===== src/rtl/regfile_mp.sv =====
`default_nettype none
// ============================================================================
// Module   : regfile_mp
// Purpose  : Multi-port register file with a per-register busy scoreboard.
//            Two synchronous write ports and NUM_RD combinational read ports.
//            Register 0 is hardwired to zero and can never be marked busy.
//            A register is reserved (busy) at issue and cleared when a write
//            port writes it back. If a register is set and cleared on the
//            same edge, the set wins.
// Optional : REGFILE_BYPASS_EN - when defined, a write in the current cycle
//            is forwarded to matching read ports. Port 1 has priority, which
//            matches the write-conflict rule.
// Ports    : clk                   - clock; all state updates on rising edge
//            reset                 - asynchronous, active-high clear
//            we0/waddr0/wdata0     - write port 0
//            we1/waddr1/wdata1     - write port 1 (wins on same address)
//            raddr [NUM_RD*ADDR_W] - packed read addresses, port k at k*ADDR_W
//            rdata [NUM_RD*DATA_W] - packed read data, port k at k*DATA_W
//            rsv_en/rsv_addr       - reserve (mark busy) a register
//            rd_busy [NUM_RD]      - busy flag of each read port's register
//            busy_vec [2**ADDR_W]  - full scoreboard
// Revision : 1.0 - initial release
// ============================================================================
module regfile_mp #(
    parameter int DATA_W = 32,
    parameter int ADDR_W = 5,
    parameter int NUM_RD = 2
) (
    input  logic                     clk,
    input  logic                     reset,
    input  logic                     we0,
    input  logic [ADDR_W-1:0]        waddr0,
    input  logic [DATA_W-1:0]        wdata0,
    input  logic                     we1,
    input  logic [ADDR_W-1:0]        waddr1,
    input  logic [DATA_W-1:0]        wdata1,
    input  logic [NUM_RD*ADDR_W-1:0] raddr,
    output logic [NUM_RD*DATA_W-1:0] rdata,
    input  logic                     rsv_en,
    input  logic [ADDR_W-1:0]        rsv_addr,
    output logic [NUM_RD-1:0]        rd_busy,
    output logic [(2**ADDR_W)-1:0]   busy_vec
);

    localparam int DEPTH = 2 ** ADDR_W;

    logic [DATA_W-1:0] mem_q [DEPTH];
    logic [DATA_W-1:0] mem_d [DEPTH];
    logic [DEPTH-1:0]  busy_q;
    logic [DEPTH-1:0]  busy_d;

    // Next array contents. Port 1 is applied last so it wins a same-address
    // conflict. Entry 0 is forced to zero so it is never anything but zero.
    always_comb begin : p_mem_next
        for (int i = 0; i < DEPTH; i++) begin
            mem_d[i] = mem_q[i];
        end
        if (we0 && (waddr0 != '0)) begin
            mem_d[waddr0] = wdata0;
        end
        if (we1 && (waddr1 != '0)) begin
            mem_d[waddr1] = wdata1;
        end
        mem_d[0] = '0;
    end

    // Scoreboard next state: writeback clears first, then a reservation
    // sets, so a set and a clear of the same register on one edge leaves it busy.
    always_comb begin : p_busy_next
        busy_d = busy_q;
        if (we0) begin
            busy_d[waddr0] = 1'b0;
        end
        if (we1) begin
            busy_d[waddr1] = 1'b0;
        end
        if (rsv_en) begin
            busy_d[rsv_addr] = 1'b1;
        end
        busy_d[0] = 1'b0;
    end

    always_ff @(posedge clk or posedge reset) begin : p_state
        if (reset) begin
            for (int i = 0; i < DEPTH; i++) begin
                mem_q[i] <= '0;
            end
            busy_q <= '0;
        end else begin
            for (int i = 0; i < DEPTH; i++) begin
                mem_q[i] <= mem_d[i];
            end
            busy_q <= busy_d;
        end
    end

    assign busy_vec = busy_q;

    for (genvar k = 0; k < NUM_RD; k++) begin : g_rd
        logic [ADDR_W-1:0] raddr_k;
        logic [DATA_W-1:0] rdata_k;

        assign raddr_k = raddr[k*ADDR_W +: ADDR_W];

        // mem_q[0] is always zero, so an address-0 read needs no special case
        // unless forwarding is enabled. Forwarding is suppressed during reset
        // so that the outputs read zero while reset is held.
        always_comb begin : p_read
            rdata_k = mem_q[raddr_k];
`ifdef REGFILE_BYPASS_EN
            if (!reset && (raddr_k != '0)) begin
                if (we1 && (waddr1 == raddr_k)) begin
                    rdata_k = wdata1;
                end else if (we0 && (waddr0 == raddr_k)) begin
                    rdata_k = wdata0;
                end
            end
`else
`endif
        end

        assign rdata[k*DATA_W +: DATA_W] = rdata_k;
        // Busy reflects registered state only and ignores same-cycle clears.
        assign rd_busy[k] = busy_q[raddr_k];
    end

endmodule
`default_nettype wire


===== config.mk =====
export PLATFORM = sky130hd
export DESIGN_NAME = regfile_mp
export DESIGN_NICKNAME = d
export VERILOG_FILES = /design/src/rtl/regfile_mp.sv
export SDC_FILE = /design/constraint.sdc
export NUM_CORES = 2
export LEC_CHECK = 0
export CAP_MARGIN = 5
export CORE_MARGIN = 3
export CORE_UTILIZATION = 35
export CTS_CLUSTER_SIZE = 10
export DETAILED_ROUTE_END_ITERATION = 10
export GPL_TIMING_DRIVEN = 0
export PLACE_DENSITY = 0.53
export SYNTH_ARGS = -nofsm -noshare
export SYNTH_HDL_FRONTEND = slang
export SYNTH_SLANG_ARGS = --single-unit

===== constraint.sdc =====
create_clock -name clk -period 67.7 [get_ports clk]
set_input_delay 20.31 -clock clk [delete_from_list [all_inputs] [get_ports clk]]
set_output_delay 20.31 -clock clk [all_outputs]
set_load 0.005 [all_outputs]

=== Word-level counts from Yosys, hierarchy flattened ===
Cells that the tools add are included.

* Register bits: 1023
* Input bits: 94
* Output and inout bits: 98
* Logic and storage cells: 91

* Order comparisons: 14
* Multiplexer cells: 27
* Bitwise operators: 9
* Reduce and logical (&&, ||, !) cells: 9

{| class="wikitable"
|+ Operator list
! operator !! count
|-
| $bwmux 1024 || 2
|-
| $mux 1024 || 1
|-
| $mux 992 || 1
|-
| $bmux 32 s5 || 2
|-
| $demux 32 s5 || 2
|-
| $mux 32 || 9
|-
| $and 32x32->32 || 2
|-
| $not 32->32 || 2
|-
| $or 32x32->32 || 1
|-
| $lt 5x6->1 const B || 5
|-
| $ge 6x6->1 const B || 4
|-
| $not 5->6 || 4
|-
| $demux 1 s5 || 3
|-
| $ge 5x1->1 const B || 3
|-
| $lt 6x1->1 const B || 2
|-
| $bmux 1 s5 || 2
|-
| $reduce_bool 5->1 || 2
|-
| $logic_and 1x1->1 || 7
|-
| $mux 1 || 5
|}

=== Depth between registers and ports, before layout ===
* Depth after elaboration: 11
* Depth in mapped cells: 9
* Mapped depth without buffers: 4

=== Worst setup path after synthesis ===
No wires, ideal clock.

* Path type: input port to output port
* Start point: input port raddr[5]
* End point: output port rdata[34]
* Data arrival time: 21799 ps
* Slack: 25591 ps
* Stages: 7
* Path buffers: 3
* Path through: buf_4 > buf_6 > buf_2 > mux4_2 > a22o_1 > o21ai_1 > o31ai_1

* Word-level cells in the longest chain between the ends: 4

{| class="wikitable"
|+ RTL lines
! item !! RTL line !! RTL
|-
| start: declaration || 37 || <nowiki>input logic [NUM_RD*ADDR_W-1:0] raddr,</nowiki>
|-
| $not 5->6 (implied by the code) || 109 || <nowiki>rdata_k = mem_q[raddr_k];</nowiki>
|-
| $bmux 32 s5 || 109 ||
|-
| $mux 32 (implied by the code) (2 in a row) || 109 ||
|-
| end: declaration || 38 || <nowiki>output logic [NUM_RD*DATA_W-1:0] rdata,</nowiki>
|}

No other way between the ends. The select of a mux whose other input is x is not followed.

=== Worst setup path in the final report ===
* Start point: input port raddr[7]
* End point: output port rdata[58]

Same word-level chain as after synthesis.

==> impl_results.md <==
* Avg Cell Area, Syn at slightly above 10 µm²
* Finished Cell Area at about 73,000 µm²
* Max Slew Vio Count at 24
* Most frequent cells in the layout: dfrtp_1, nor2_1, mux2i_1
* Met1 usage at between 40% and 50%
* Cells after synthesis at 6,226
* Mapped cell area at 64,000 µm²
* Total number of vias at ~60,000
* Largest net degree at the start of global routing at roughly 120
* Drt via density at ~6.7
* Die area at 188,000 µm²
* Nets@finish at 6,636
* Worst slew margin at -3.40%
* Root buf cell: clkbuf_16
* Vias in the first global route at around 57,000
* Hold crit path type: reg2reg
* Share of cells above drive strength 1 at 15.3%
* Final WS setup at about 22,000 ps
* Worst EP required at approximately 47,000 ps
* Port Buffer Count at ~160
* Initial Util at a little over a third
* TritonCTS sink count at 1,023
* Crit path time final at 45,600 ps
* Worst slack at placement at 22,380 ps
* Drt pass-1 iters at 8
* Sum Neg Setup Slack at 0 ps
* DR DRC count at 0
* First DRT Iteration DRCs at a little over 9,000
* Drt total wl at around 380,000 µm
* Max incr delay on CP at between 1000 and 1500 ps
* Reg clk slew, reported paths at approximately 60 ps
* CORE AREA at 181,000 µm²
* Die W at between 400 and 500 µm
* Delay-heaviest family, CP: buffers and inverters
* Routed len/inst at 41.8 µm
* Ranking of synthesized cells by area: dfrtp_1, mux4_2, mux2i_1
* Placed Area at around 69,000 µm²
* # resized after CTS at 0
* Post-synth top flop: dfrtp_1
* VDD IR-drop max at between 0.000015 and 0.00002 V
* Commonest non-fill, non-tap cell in the layout: dfrtp_1
* Max Clock Freq at 21.9 MHz
* ANT nets after route at 0
* Share of the synthesized area in the top cell type at 40.0%
* CTS Buffer Depth at 3
* CP max-delay cell: o31ai_1
* GRT Residual Overflow at 0
* Outcome: complete, but fails checks
* Die height at 434 µm
* Initial antenna violation count at 23
* Worst setup SP type: primary input
* Worst Setup End Kind: output pin
* Worst-margin pin slew at roughly 1500 ps
* Setup CP Type: in2out
* Max-cap viol count at 4
* Row count at about 160
* Io pins at around 190
* # hold bufs at CTS at 0
* Setup Viol. Count Final at 0
* Final hold violation count at 0
* Part of the cycle the worst path needs at between 60% and 70%
* Critical Path AT at 25,290 ps
* Yosys warning count at 0
* Fin Clk Skew at 0 ps
* Global Route met2 Usage at just under 60%
* Yosys top cell by area: dfrtp_1
* Leak at approximately 33 nW
* CTS H-Tree Depth at 4
* Setup Buffers After CTS at 0
* Buf/Inv on CP at 7
* #FFs+latches synth at roughly 1,000
* RePlAce Congestion at 1.03
* Violated checks: capacitance limit, slew limit
* Post-synthesis net count at between 6,000 and 7,000
* DP HPWL at roughly 300,000 µm
* Post-synth EDFFs at 0
* First-pass GRT wire length at just under 500,000 µm
* CP max FO at 10
* CTS tree: done
* Area grow syn2layout at 14.2%
* Netlist cell types at 52
* Async SR Flop Fraction at 100%
* GRT Max-Usage Layer: met2
* GRT met3 Usage at 10.7%
* Worst skew pair latency at approximately 800 ps
* TritonCTS Buffers at approximately 130
* Sequential-to-total area share from yosys stat at 40.0%
* Cell Pwr Density at about 31 nW/µm²
* Global-route usage over all layers at 39.0%
* R2r setup slk at approximately 67,000 ps
* RSZ-0062 raised after global routing: false
* Worst path cell trace: clkdlybuf4s50_1, buf_2, buf_4, buf_2, inv_1, clkbuf_1, a211oi_1, o31ai_1, clkdlybuf4s50_1
-- path summary, 6_finish.rpt --
path	start	end	cells past startpoint
setup / recovery	raddr[7]	rdata[58]	9
hold / removal	mem_q[895]	mem_q[895]	2
setup reg to reg	mem_q[675]	mem_q[675]	2
hold reg to reg	mem_q[895]	mem_q[895]	2
max in group asynchronous	reset	mem_q[976]	8
min in group asynchronous	reset	mem_q[483]	2
-- synth_stat cells (27+ instances only) --
cell / count
buf_4: 39
a32o_1: 31
o21ai_0: 308
clkbuf_1: 463
nor2_1: 707
a22oi_2: 36
dfrtp_1: 1023
buf_1: 51
mux2i_1: 690
mux2_2: 66
and2_1: 74
o21ai_1: 87
a211oi_1: 66
o211a_1: 27
o22ai_1: 66
a22o_1: 198
o31ai_1: 66
a22oi_1: 419
a21oi_1: 617
buf_2: 204
mux4_2: 396
nand2_1: 399
-- routing by layer --
metal,share of wire [%],up-vias
li1,-,23900
met4,7.4,16
met1,38,31100
met5,0.026,-
met3,10,1014
met2,44,4149
-- power breakdown --
group	switching (mW)	internal (mW)
Combinational	0.339	0.314
Clock	0.308	0.392
Sequential	0.150	0.774
-- worst register-to-register path: cells and delay by family (launching register included) --
family / cells / cell delay (ps)
flip-flops: 1 / 470
AO/OA/AOI/OAI: 2 / 330
-- logic make-up (layout without fill, tap and decap cells) --
group                  Yosys count  after routing  synth area share, %
AND/OR/NAND/NOR               1294           1294                 8.51
buffers and inverters          782           1174                 5.46
multiplexers                  1152           1152                 25.9
other                            1             17              0.00586
flip-flops                    1023           1023                 40.0
AO/OA/AOI/OAI                 1974           1974                 20.1
-- final cells by class --
cell class | count | area, µm²
diodes | 16 | 40.0
plain buffers | 779 | 3490
clock buffers | 187 | 3800
clock inverters | 23 | 211
fillers | 18000 | 108000
inverters | 3 | 18.8
multi-input cells | 4421 | 34900
flip-flops and latches | 1023 | 25600
well taps | 2370 | 2970
repair buffers | 182 | 2030
-- registers in the layout, summed over array words and instances (netlist names) --
| register | cells |
|---|---|
| mem_q | 992 |
| busy_vec | 31 |
-- per-stage QoR --
stage	total power, mW	cells	hold WS, ps	utilization (%)
final	2.28	9004	576	40.3
after global routing	2.34	8992	597	40.3
after CTS	2.24	8985	570	40.3
after global placement	1.53	8759	547	37.9
after detailed placement	1.55	8775	557	38.1
after floorplan	1.29	6226	515	-
(Power assumes the default switching activity.)
